<file path="config.mk">
export PLATFORM = sky130hd
export DESIGN_NAME = unit_d
export DESIGN_NICKNAME = d
export VERILOG_FILES = /design/src/rtl/unit_d.sv
export SDC_FILE = /design/constraint.sdc
export NUM_CORES = 1
export LEC_CHECK = 0
export CAP_MARGIN = 20
export CORE_UTILIZATION = 55
export CTS_CLUSTER_DIAMETER = 200
export DETAILED_ROUTE_END_ITERATION = 6
export GPL_ROUTABILITY_DRIVEN = 0
export GPL_TIMING_DRIVEN = 1
export PLACE_DENSITY = 0.89
export REMOVE_ABC_BUFFERS = 1
export SLEW_MARGIN = 5
export SYNTH_ARGS = -nofsm -noshare
export SYNTH_HDL_FRONTEND = slang
export SYNTH_SLANG_ARGS = --single-unit
</file>
<file path="constraint.sdc">
create_clock -name clk -period 4.3 [get_ports clk]
set_input_delay 0.645 -clock clk [delete_from_list [all_inputs] [get_ports clk]]
set_output_delay 0.645 -clock clk [all_outputs]
set_load 0.02 [all_outputs]
</file>
<file path="src/rtl/unit_d.sv">
// unit_d: 32-bit multi-cycle restoring divider (unsigned / signed) with a
// start/done handshake and fixed 34-cycle latency; divide-by-zero is a one-cycle fast path.
module unit_d (
   input  logic        clk,
   input  logic        rst_n,
   input  logic        start,
   input  logic [31:0] a,
   input  logic [31:0] b,
   input  logic [1:0]  f,
   output logic [31:0] q,
   output logic [31:0] r,
   output logic        busy,
   output logic        done,
   output logic        dz,
   output logic        O,
   output logic        Z
);

   typedef enum logic [1:0] {
      IDLE = 2'd0,
      RUN  = 2'd1,
      FIX  = 2'd2,
      DONE = 2'd3
   } state_t;

   state_t      state_q, state_d;
   logic [31:0] a_q, a_d;
   logic [31:0] b_q, b_d;
   logic [1:0]  f_q, f_d;
   logic [31:0] dvd_q, dvd_d;
   logic [31:0] dvs_q, dvs_d;
   logic [32:0] rem_q, rem_d;
   logic [5:0]  cnt_q, cnt_d;
   logic        sgnq_q, sgnq_d;
   logic        sgnr_q, sgnr_d;
   logic [31:0] q_q, q_d;
   logic [31:0] r_q, r_d;
   logic        busy_q, busy_d;
   logic        done_q, done_d;
   logic        dz_q, dz_d;
   logic        o_q, o_d;
   logic        z_q, z_d;

   logic        sgn_mode_s;
   logic [32:0] rem_sh_s;
   logic [32:0] trial_s;
   logic        trial_ok_s;
   logic [31:0] qfix_s;
   logic [31:0] rfix_s;

   function automatic logic [31:0] neg32(input logic [31:0] x);
      neg32 = ~x + 32'd1;
   endfunction

   function automatic logic [31:0] abs32(input logic [31:0] x, input logic en);
      abs32 = (en && x[31]) ? neg32(x) : x;
   endfunction

   // Datapath helpers: one restoring step and the final sign fix-up.
   always_comb begin
      sgn_mode_s = (f == 2'b01);
      rem_sh_s   = {rem_q[31:0], dvd_q[31]};
      trial_s    = rem_sh_s - {1'b0, dvs_q};
      // A set rem_q[32] would make the shifted value exceed any divisor.
      trial_ok_s = rem_q[32] | ~trial_s[32];
      qfix_s     = sgnq_q ? neg32(dvd_q) : dvd_q;
      rfix_s     = sgnr_q ? neg32(rem_q[31:0]) : rem_q[31:0];
   end

   // Next-state and register-update logic for the controller and datapath.
   always_comb begin
      state_d = state_q;
      a_d     = a_q;
      b_d     = b_q;
      f_d     = f_q;
      dvd_d   = dvd_q;
      dvs_d   = dvs_q;
      rem_d   = rem_q;
      cnt_d   = cnt_q;
      sgnq_d  = sgnq_q;
      sgnr_d  = sgnr_q;
      q_d     = q_q;
      r_d     = r_q;
      busy_d  = busy_q;
      done_d  = 1'b0;
      dz_d    = dz_q;
      o_d     = o_q;
      z_d     = z_q;

      case (state_q)
         IDLE, DONE: begin
            if (start) begin
               a_d   = a;
               b_d   = b;
               f_d   = f;
               cnt_d = 6'd0;
               rem_d = 33'd0;
               if (b == 32'd0) begin
                  dvd_d   = 32'd0;
                  dvs_d   = 32'd0;
                  sgnq_d  = 1'b0;
                  sgnr_d  = 1'b0;
                  q_d     = 32'hFFFF_FFFF;
                  r_d     = a;
                  dz_d    = 1'b1;
                  o_d     = 1'b0;
                  z_d     = 1'b0;
                  done_d  = 1'b1;
                  busy_d  = 1'b0;
                  state_d = DONE;
               end else begin
                  dvd_d   = abs32(a, sgn_mode_s);
                  dvs_d   = abs32(b, sgn_mode_s);
                  sgnq_d  = sgn_mode_s & (a[31] ^ b[31]);
                  sgnr_d  = sgn_mode_s & a[31];
                  busy_d  = 1'b1;
                  state_d = RUN;
               end
            end else if (state_q == DONE) begin
               state_d = IDLE;
            end else begin
               state_d = IDLE;
            end
         end
         RUN: begin
            if (trial_ok_s) begin
               rem_d = trial_s;
               dvd_d = {dvd_q[30:0], 1'b1};
            end else begin
               rem_d = rem_sh_s;
               dvd_d = {dvd_q[30:0], 1'b0};
            end
            cnt_d = cnt_q + 6'd1;
            if (cnt_q == 6'd31) begin
               state_d = FIX;
            end else begin
               state_d = RUN;
            end
         end
         FIX: begin
            q_d     = qfix_s;
            r_d     = rfix_s;
            z_d     = (qfix_s == 32'd0);
            o_d     = (f_q == 2'b01) && (a_q == 32'h8000_0000) && (b_q == 32'hFFFF_FFFF);
            dz_d    = 1'b0;
            done_d  = 1'b1;
            busy_d  = 1'b0;
            state_d = DONE;
         end
         default: begin
            state_d = IDLE;
         end
      endcase
   end

   // State and datapath registers with asynchronous clear.
   always_ff @(posedge clk or negedge rst_n) begin
      if (!rst_n) begin
         state_q <= IDLE;
         a_q     <= 32'd0;
         b_q     <= 32'd0;
         f_q     <= 2'd0;
         dvd_q   <= 32'd0;
         dvs_q   <= 32'd0;
         rem_q   <= 33'd0;
         cnt_q   <= 6'd0;
         sgnq_q  <= 1'b0;
         sgnr_q  <= 1'b0;
      end else begin
         state_q <= state_d;
         a_q     <= a_d;
         b_q     <= b_d;
         f_q     <= f_d;
         dvd_q   <= dvd_d;
         dvs_q   <= dvs_d;
         rem_q   <= rem_d;
         cnt_q   <= cnt_d;
         sgnq_q  <= sgnq_d;
         sgnr_q  <= sgnr_d;
      end
   end

   // Result and status output registers with asynchronous clear.
   always_ff @(posedge clk or negedge rst_n) begin
      if (!rst_n) begin
         q_q    <= 32'd0;
         r_q    <= 32'd0;
         busy_q <= 1'b0;
         done_q <= 1'b0;
         dz_q   <= 1'b0;
         o_q    <= 1'b0;
         z_q    <= 1'b0;
      end else begin
         q_q    <= q_d;
         r_q    <= r_d;
         busy_q <= busy_d;
         done_q <= done_d;
         dz_q   <= dz_d;
         o_q    <= o_d;
         z_q    <= z_d;
      end
   end

   assign q    = q_q;
   assign r    = r_q;
   assign busy = busy_q;
   assign done = done_q;
   assign dz   = dz_q;
   assign O    = o_q;
   assign Z    = z_q;

endmodule
</file>
==> Word-level counts from Yosys, hierarchy flattened <==
Index checks and enable logic that the tools add are counted.
{ "totals": {"latchBits": 0, "mem_bits_rw": 0, "memories": 0, "word_cells": 95, "regBits": 242, "rom_bits": 0, "output_inout_bits": 69, "inputBits": 69} }
{ "classes": {"div": 0, "reduce_logical": 14, "n_lt_le_gt_ge": 0, "n_addsub": 6, "bitwise_logic": 9, "n_mux": 39, "mul": 0, "n_shift": 0, "n_eq_ne": 10} }
{ "ops": {"columns": ["op", "n"], "rows": [
  ["$mux 32", 11],
  ["$pmux 32 s2", 3],
  ["$add 32x1->32 const B", 4],
  ["$not 32->32", 4],
  ["$mux 33", 2],
  ["$pmux 33 s2", 1],
  ["$eq 32x32->1 const B", 2],
  ["$logic_not 32->1", 2],
  ["$sub 33x32->33", 1],
  ["$pmux 6 s2", 1],
  ["$mux 1", 11],
  ["$pmux 1 s2", 5],
  ["$add 6x1->6 const B", 1],
  ["$eq 2x1->1 const B", 3],
  ["$eq 6x5->1 const B", 1],
  ["$mux 2", 3],
  ["$mux 6", 1],
  ["$pmux 2 s3", 1],
  ["$reduce_and 2->1", 3],
  ["$eq 2x2->1 const B", 2],
  ["$logic_and 1x1->1", 4],
  ["$ne 2x2->1 const B", 2],
  ["$reduce_bool 2->1", 2],
  ["$reduce_and 3->1", 1],
  ["6 further kinds", 7]
]} }

==> Logic depth before layout (Yosys ltp) <==
Gate-level depths: netlist of the first run.
{ "logic_depth": {"ltp_word": 6, "mapped_depth": 14, "depth_no_buf": 12} }

==> Worst setup path before layout of the first run <==
OpenSTA, ideal clock, no wires.
{ "synth_timing": {"path_type": "register to register", "from": "reg dvd_q[31]", "to": "reg rem_q[30]", "t_arrival_ns": 3.206, "synth_period_minus_slack_ns": 3.288, "n_path_buf": 0, "t_required_ns": 4.217, "stages_incl_launch_ff": 13, "setup_time_ns": 0.083, "path_slack_ns": 1.012, "path_cell_list": "dfrtp_1 -> inv_1 -> ha_1 -> fa_1 -> nor2b_1 -> o31ai_1 -> a311oi_1 -> nor2_1 -> o311ai_1 -> a221oi_1 -> or4b_2 -> and4_1 -> o21ai_0"} }
{ "synth_between": {"elab_chain_cells": 5} }
{ "synth_lines": {"columns": ["item", "line_no", "text"], "rows": [
  ["start, declared", "30", "logic [31:0] dvd_q, dvd_d;"],
  ["start signal, assigned", "174", "dvd_q <= dvd_d;"],
  ["$sub 33x32->33 *", "63", "trial_s = rem_sh_s - {1'b0, dvs_q};"],
  ["$not 1->1", "65", "trial_ok_s = rem_q[32] | ~trial_s[32];"],
  ["$or 1x1->1", "65", null],
  ["$mux 33 *", "126", "if (trial_ok_s) begin"],
  ["$pmux 33 s2 *", "90", "case (state_q)"],
  ["end signal, assigned", "176", "rem_q <= rem_d;"],
  ["end, declared", "32", "logic [32:0] rem_q, rem_d;"]
]} }
Every way passes the cells marked *; elsewhere a longest branch is shown, timed or not.
A chain may end at the register's enable or synchronous reset.

==> Worst setup path after layout of the first run <==
{ "layout_timing": {"from": "reg dvd_q[31]", "to": "reg rem_q[25]"} }
The elaborated chain is that of the path after synthesis.

==> flow_summary.toml, run 1 <==
[outcome]
status = "completed"

[timing]
min_period_ns = 3.78
hold_viol = 0
maxSlewHeadroom = 0.263
setup_ws_ns = 0.522
setup_violations = 0
max_freq_mhz = 265
rsz0062_at_grt = "false"
clock_skew_ns = 0.0104
drv_slew = 0
finalCritPeriodShare = 0.879
hold_ws_ns = 0.198
worst_pin_slew_ns = 1.11

[power_and_ir_drop]
power_density_nw_per_um2 = 773
clock_power_share = 0.197
internal_power_mw = 7.52
p_switching_mw = 5.81
power_frac_comb = 0.497
p_leak_nw = 7.39
seq_power_share = 0.306
ir_worst_vdd_mv = 0.512
p_sw_frac = 0.436

[synthesis]
synth-warning-count = 0
synth_area_per_cell_sq_um = 8.30
synth_area_sq_um = 14600
synth_top_area_frac = 0.416
synth_cell_type_count = 71
yosysSeqAreaShare = 0.416
synthArstFlopShare = 1.00
syn_inst = 1754
synth_edf_count = 0
ys_ff_latch = 242
ys.flop_type = "dfrtp_1"
synth_area_leader_cell = "dfrtp_1"
yosys-top-cells-area = "dfrtp_1 (42%), nand2_1 (9.9%), o21ai_0 (6.8%)"

[drt]
via_count = 13700
wl_per_cell_um = 18.5
drt-total-wl_um = 40600
drc = 0
drtAntennaViolNets = 0
first_pass_iters = 6
viasPerCell = 6.23
dr.first_iter.drc_count = 1468

[placed_design]
pre_cts_ws_ns = 0.276
io_buffers = 137
dp_hpwl_um = 28800

[worst_setup_path]
max_stage_delay_ns = 0.44
crit_path_max_fanout = 26
critPathRequiredTime_ns = 4.73
crit_path_start_kind = "flop"
rr_worst_depth = 13
end_kind = "flop"
critPathArrivalTime_ns = 4.21
crit_slowest_cell = "or3_1"
cp_cell_sequence = "inv_1, ha_1, fa_1, nor2b_1, o31ai_1, a311oi_1, or3_1, a31oi_1, nor3_1, nor3_2, buf_12, nand2_1, o21ai_0"
critPathKind = "reg -> reg"

[global_routing]
grt_overflow = 0
grt_pass1_vias = 13100
grt_max_degree = 119
antenna_found_initial = 1
grt_use_total = 0.304
grt_pass1_wl_um = 65700

[clocking]
path_clk_slew_ns = 0.07
cts_hold_buf = 0
numCtsBuffers = 27
cts.sinks = 242
clockBufferDepth = 3
htree_levels = 1
cts_tree = "built"
postCtsSetupBuffers = 0
cts_root_buf = "clkbuf_16"
insertion_delay_ns = 0.53
cts_resized = 0

[run]
drv_cap = 0

[floorplanning]
die_h_um = 165
initial_core_util = 0.561
io-pin-count = 138
die_x_um = 165
rows = 59
dieArea_sq_um = 27100
coreArea_sq_um = 26000

[layout]
area_growth_syn_to_layout_pct = 18.4
drive_gt1_frac = 0.0555
nNetsFinal = 1945

[worst_hold_path]
worstHoldPathType = "in -> async"
[cell families (layout without fill, tap and decap cells)]
| group | Yosys count | count (layout) | share of synthesized area |
|---|---|---|---|
| AOI/OAI and AO/OA | 443 | 443 | 0.183 |
| DFF | 242 | 242 | 0.416 |
| xor gates and xnor gates | 150 | 150 | 0.0902 |
| and+or+nand+nor | 688 | 688 | 0.213 |
| other | 0 | 1 | 0 |
| muxes | 30 | 30 | 0.0210 |
| buffers and inverters | 161 | 263 | 0.0425 |
| adders and majority gates | 40 | 40 | 0.0349 |
[per-stage QoR]
stage / setup TNS, ns / utilization / area, sq um / cells / total power [mW]
6_report: 0 / 0.664 / 17200 / 2192 / 13.3
5_1_grt: 0 / 0.664 / 17200 / 2191 / 14.2
3_3_place_gp: 0 / 0.624 / 16200 / 2142 / 10.1
2_1_floorplan: -76.40 / - / 14100 / 1643 / 8.54
3_5_place_dp: 0 / 0.624 / 16200 / 2142 / 10.5
4_1_cts: 0 / 0.664 / 17200 / 2191 / 13.2
[path summary, 6_finish.rpt]
| check | end | slack, ns | startpoint |
|---|---|---|---|
| setup reg to reg | rem_q[25]$_DFFE_PN0P_ | 0.52 | dvd_q[31]$_DFFE_PN0P_ |
| min in group clk | b_q[7]$_DFFE_PN0P_ | 0.48 | b_q[7]$_DFFE_PN0P_ |
| setup / recovery | rem_q[25]$_DFFE_PN0P_ | 0.52 | dvd_q[31]$_DFFE_PN0P_ |
| hold reg to reg | b_q[7]$_DFFE_PN0P_ | 0.48 | b_q[7]$_DFFE_PN0P_ |
| hold / removal | q[1]$_DFFE_PN0P_ | 0.20 | rst_n |
| max in group asynchronous | r[20]$_DFFE_PN0P_ | 3.07 | rst_n |
[metal layers]
layer  track usage  wire length [um]  share of wire  vias up
met5             0                13        0.00032        -
met1         0.376             15800           0.39     6500
met2         0.516             19600           0.48      728
li1              -                 -              -     6277
met4         0.150              2040          0.050        2
met3        0.0497              3190          0.079      160
[worst max-delay path: cells and delay by family, from the launching register on]
kind	cells	cell delay [ns]
AO/OA/AOI/OAI	4	1.24
adder cells (fa/ha/maj)	2	0.44
buffers and inverters	2	0.38
flip-flops	1	0.38
AND/OR/NAND/NOR	5	1.22
[cell type report]
cell class	count	area (sq um)
sequential	242	6060
fill	2007	8740
tap	335	419
timing repair buffer	164	1620
clock buffer	36	769
multi-input combinational	1351	7940
clock inverter	13	251
antenna	1	2.50
inverter	50	188
[power by group through the flow]
stage | Clock [mW] | Combinational (mW) | Sequential [mW]
floorplan | 0 | 4.67 | 3.87
global route | 2.74 | 7.30 | 4.19
global placement | 0 | 6.14 | 4.00
CTS | 2.64 | 6.51 | 4.04
detailed placement | 0 | 6.44 | 4.06
finish | 2.63 | 6.62 | 4.08
[state kept, by name, summed over array words and instances, names as in the netlist, 2 cells and up]
register / flops
q: 32
f_q: 2
r: 32
dvd_q: 32
b_q: 32
rem_q: 33
a_q: 32
cnt_q: 6
dvs_q: 32
state_q: 2
[cells in the mapped netlist, drive strengths merged (13+ instances only)]
master,n
nor3,17
xnor2,61
xor2,89
nor4,23
nand2,383
buf,15
a21oi,74
o21ai,197
ha,39
o41ai,13
nor2,117
mux2i,29
o31ai,29
dfrtp,242
nand3,32
a31oi,39
clkbuf,96
nand4,25
a22oi,15
inv,50
[layout by cell type, fill, tap and decap left out, types with 7 or more instances in the layout]
cell,n
and3_1,9
a22oi_1,15
a21oi_1,72
dfrtp_1,242
nor3_1,16
mux2i_1,29
xnor2_1,61
bufinv_16,7
or4_1,9
a31oi_1,39
or3_1,10
nand3_1,32
a21o_1,8
o211ai_1,8
o41ai_1,12
ha_1,38
xor2_1,89
o22ai_1,11
nor4_1,21
o21a_1,7
buf_4,24
a32oi_1,8
clkdlybuf4s50_1,136
clkbuf_16,27
nand2b_1,11
and2_1,9
nor2_1,117
o21ai_0,196
nor2b_1,11
inv_1,50
nand4_1,25
nand2_1,382
o31ai_1,28
Power figures use the tool's default switching activity.
==> run 2: changes to the inputs <==
--- a/config.mk
+++ b/config.mk
@@ -7,13 +7,12 @@
 export LEC_CHECK = 0
 export CAP_MARGIN = 20
 export CORE_UTILIZATION = 55
-export CTS_CLUSTER_DIAMETER = 200
 export DETAILED_ROUTE_END_ITERATION = 6
 export GPL_ROUTABILITY_DRIVEN = 0
 export GPL_TIMING_DRIVEN = 1
 export PLACE_DENSITY = 0.89
 export REMOVE_ABC_BUFFERS = 1
-export SLEW_MARGIN = 5
+export SLEW_MARGIN = 20
 export SYNTH_ARGS = -nofsm -noshare
 export SYNTH_HDL_FRONTEND = slang
 export SYNTH_SLANG_ARGS = --single-unit
==> results of run 2 <==
The final DEF is identical to that of run 1; final timing and power are the same.
==> run 3: changes to the inputs <==
--- a/config.mk
+++ b/config.mk
@@ -5,7 +5,7 @@
 export SDC_FILE = /design/constraint.sdc
 export NUM_CORES = 1
 export LEC_CHECK = 0
-export CAP_MARGIN = 20
+export CAP_MARGIN = 25
 export CORE_UTILIZATION = 55
 export DETAILED_ROUTE_END_ITERATION = 6
 export GPL_ROUTABILITY_DRIVEN = 0
==> run 3 against run 2 <==
  * Clock skew grew 0.0027 ns
  * Setup slack lost 0.035 ns
  * Core utilization grew 0.096 points
  * Routed wire length grew 0.39%
  * Largest cell class unchanged
  * Highest routed layer unchanged
==> flow_summary.toml, run 3 (same netlist as run 1, synthesis figures left out) <==
[outcome]
status = "completed"

[floorplanning]
rows = 59
io-pin-count = 138
coreArea_sq_um = 26000
die_x_um = 165
die_h_um = 165
initial_core_util = 0.561
dieArea_sq_um = 27100

[drt]
first_pass_iters = 6
via_count = 13600
wl_per_cell_um = 18.6
viasPerCell = 6.22
drc = 0
drtAntennaViolNets = 0
drt-total-wl_um = 40800
dr.first_iter.drc_count = 1568

[global_routing]
grt_max_degree = 119
grt_use_total = 0.304
antenna_found_initial = 1
grt_overflow = 0
grt_pass1_vias = 13100
grt_pass1_wl_um = 65700

[timing]
drv_slew = 0
hold_ws_ns = 0.193
maxSlewHeadroom = 0.403
finalCritPeriodShare = 0.887
max_freq_mhz = 262
rsz0062_at_grt = "false"
hold_viol = 0
setup_violations = 0
worst_pin_slew_ns = 0.895
min_period_ns = 3.81
clock_skew_ns = 0.0130

[worst_setup_path]
crit_path_max_fanout = 26
crit_path_start_kind = "flop"
timing.rr.start = "dvd_q[31]$_DFFE_PN0P_"
critPathArrivalTime_ns = 4.25
rr_worst_depth = 13
end_kind = "flop"
critPathRequiredTime_ns = 4.73
critPathKind = "reg -> reg"
startpoint = "dvd_q[31]$_DFFE_PN0P_"

[layout]
largest_register = "rem_q"
drive_gt1_frac = 0.0560
final_cell_mix = "nand2_1 (382), dfrtp_1 (242), o21ai_0 (196), clkdlybuf4s50_1 (136), nor2_1 (117)"
num_antenna_cells = 0
area_growth_syn_to_layout_pct = 18.6
final_util = 0.665
nNetsFinal = 1946
nFillCells = 1996
finalNonFillerCells = 2192
largest_register_ff_count = 33
ff_latch_area_sq_um = 6060
final_common_cell = "nand2_1"
multiInputGateArea_sq_um = 7940

[power_and_ir_drop]
power_density_nw_per_um2 = 773
power.total_mw = 13.3
p_leak_nw = 7.40
ir_worst_vdd_mv = 0.515

[placed_design]
dpl.cell_count = 2142
dp_hpwl_um = 28800
io_buffers = 137

[clocking]
postCtsSetupBuffers = 0
cts_hold_buf = 0
clockBufferDepth = 3
cts.sinks = 242
numCtsBuffers = 27
htree_levels = 1
cts_tree = "built"
cts_root_buf = "clkbuf_16"
cts_resized = 0
insertion_delay_ns = 0.53
path_clk_slew_ns = 0.07

[run]
drv_cap = 0

[worst_hold_path]
worstHoldPathType = "in -> async"
## run 3: metal layers
layer  global-route usage  vias to the layer above  share of wire
li1                     -                     6269              -
met1                0.376                     6464           0.38
met2                0.516                      736           0.48
met3               0.0497                      153          0.083
met4                0.150                        2          0.049
met5                    0                        -        0.00032
## run 3: area by class of cell
class | instances | area share
timing repair buffer | 165 | 0.0952
sequential | 242 | 0.351
clock inverter | 13 | 0.0146
multi-input combinational | 1351 | 0.460
inverter | 50 | 0.0109
tap | 335 | 0.0243
clock buffer | 36 | 0.0446
## run 3: per-stage QoR
stage / instance area (sq um) / worst slack (ns) / setup TNS [ns]
after global placement: 16200 / 0.380 / 0
final: 17300 / 0.488 / 0
after global routing: 17300 / 0.319 / 0
after detailed placement: 16200 / 0.276 / 0
after CTS: 17200 / 0.593 / 0
after floorplan: 14100 / -1.26 / -76.40
## run 3: path summary, 6_finish.rpt
kind,slack [ns],endpoint
setup / recovery,0.49,rem_q[25]$_DFFE_PN0P_
hold / removal,0.19,q[1]$_DFFE_PN0P_
setup reg to reg,0.49,rem_q[25]$_DFFE_PN0P_
hold reg to reg,0.48,dvs_q[26]$_DFFE_PN0P_
max in group asynchronous,3.06,r[25]$_DFFE_PN0P_
min in group clk,0.48,dvs_q[26]$_DFFE_PN0P_
## run 3: critical path: stages (launching register included)
cell and delay, ns:
dfrtp_1 0.38, inv_1 0.14, ha_1 0.24, fa_1 0.23, nor2b_1 0.07, o31ai_1 0.33
a311oi_1 0.21, or3_1 0.44, a31oi_1 0.40, nor3_1 0.14, nor3_2 0.29, buf_12 0.24
nand2_1 0.29, o21ai_0 0.29
## run 3: power by group
group,switching (mW),total (mW),internal (mW)
Clock,0.958,2.63,1.67
Combinational,3.90,6.63,2.73
Sequential,0.950,4.08,3.13
Total,5.81,13.3,7.54
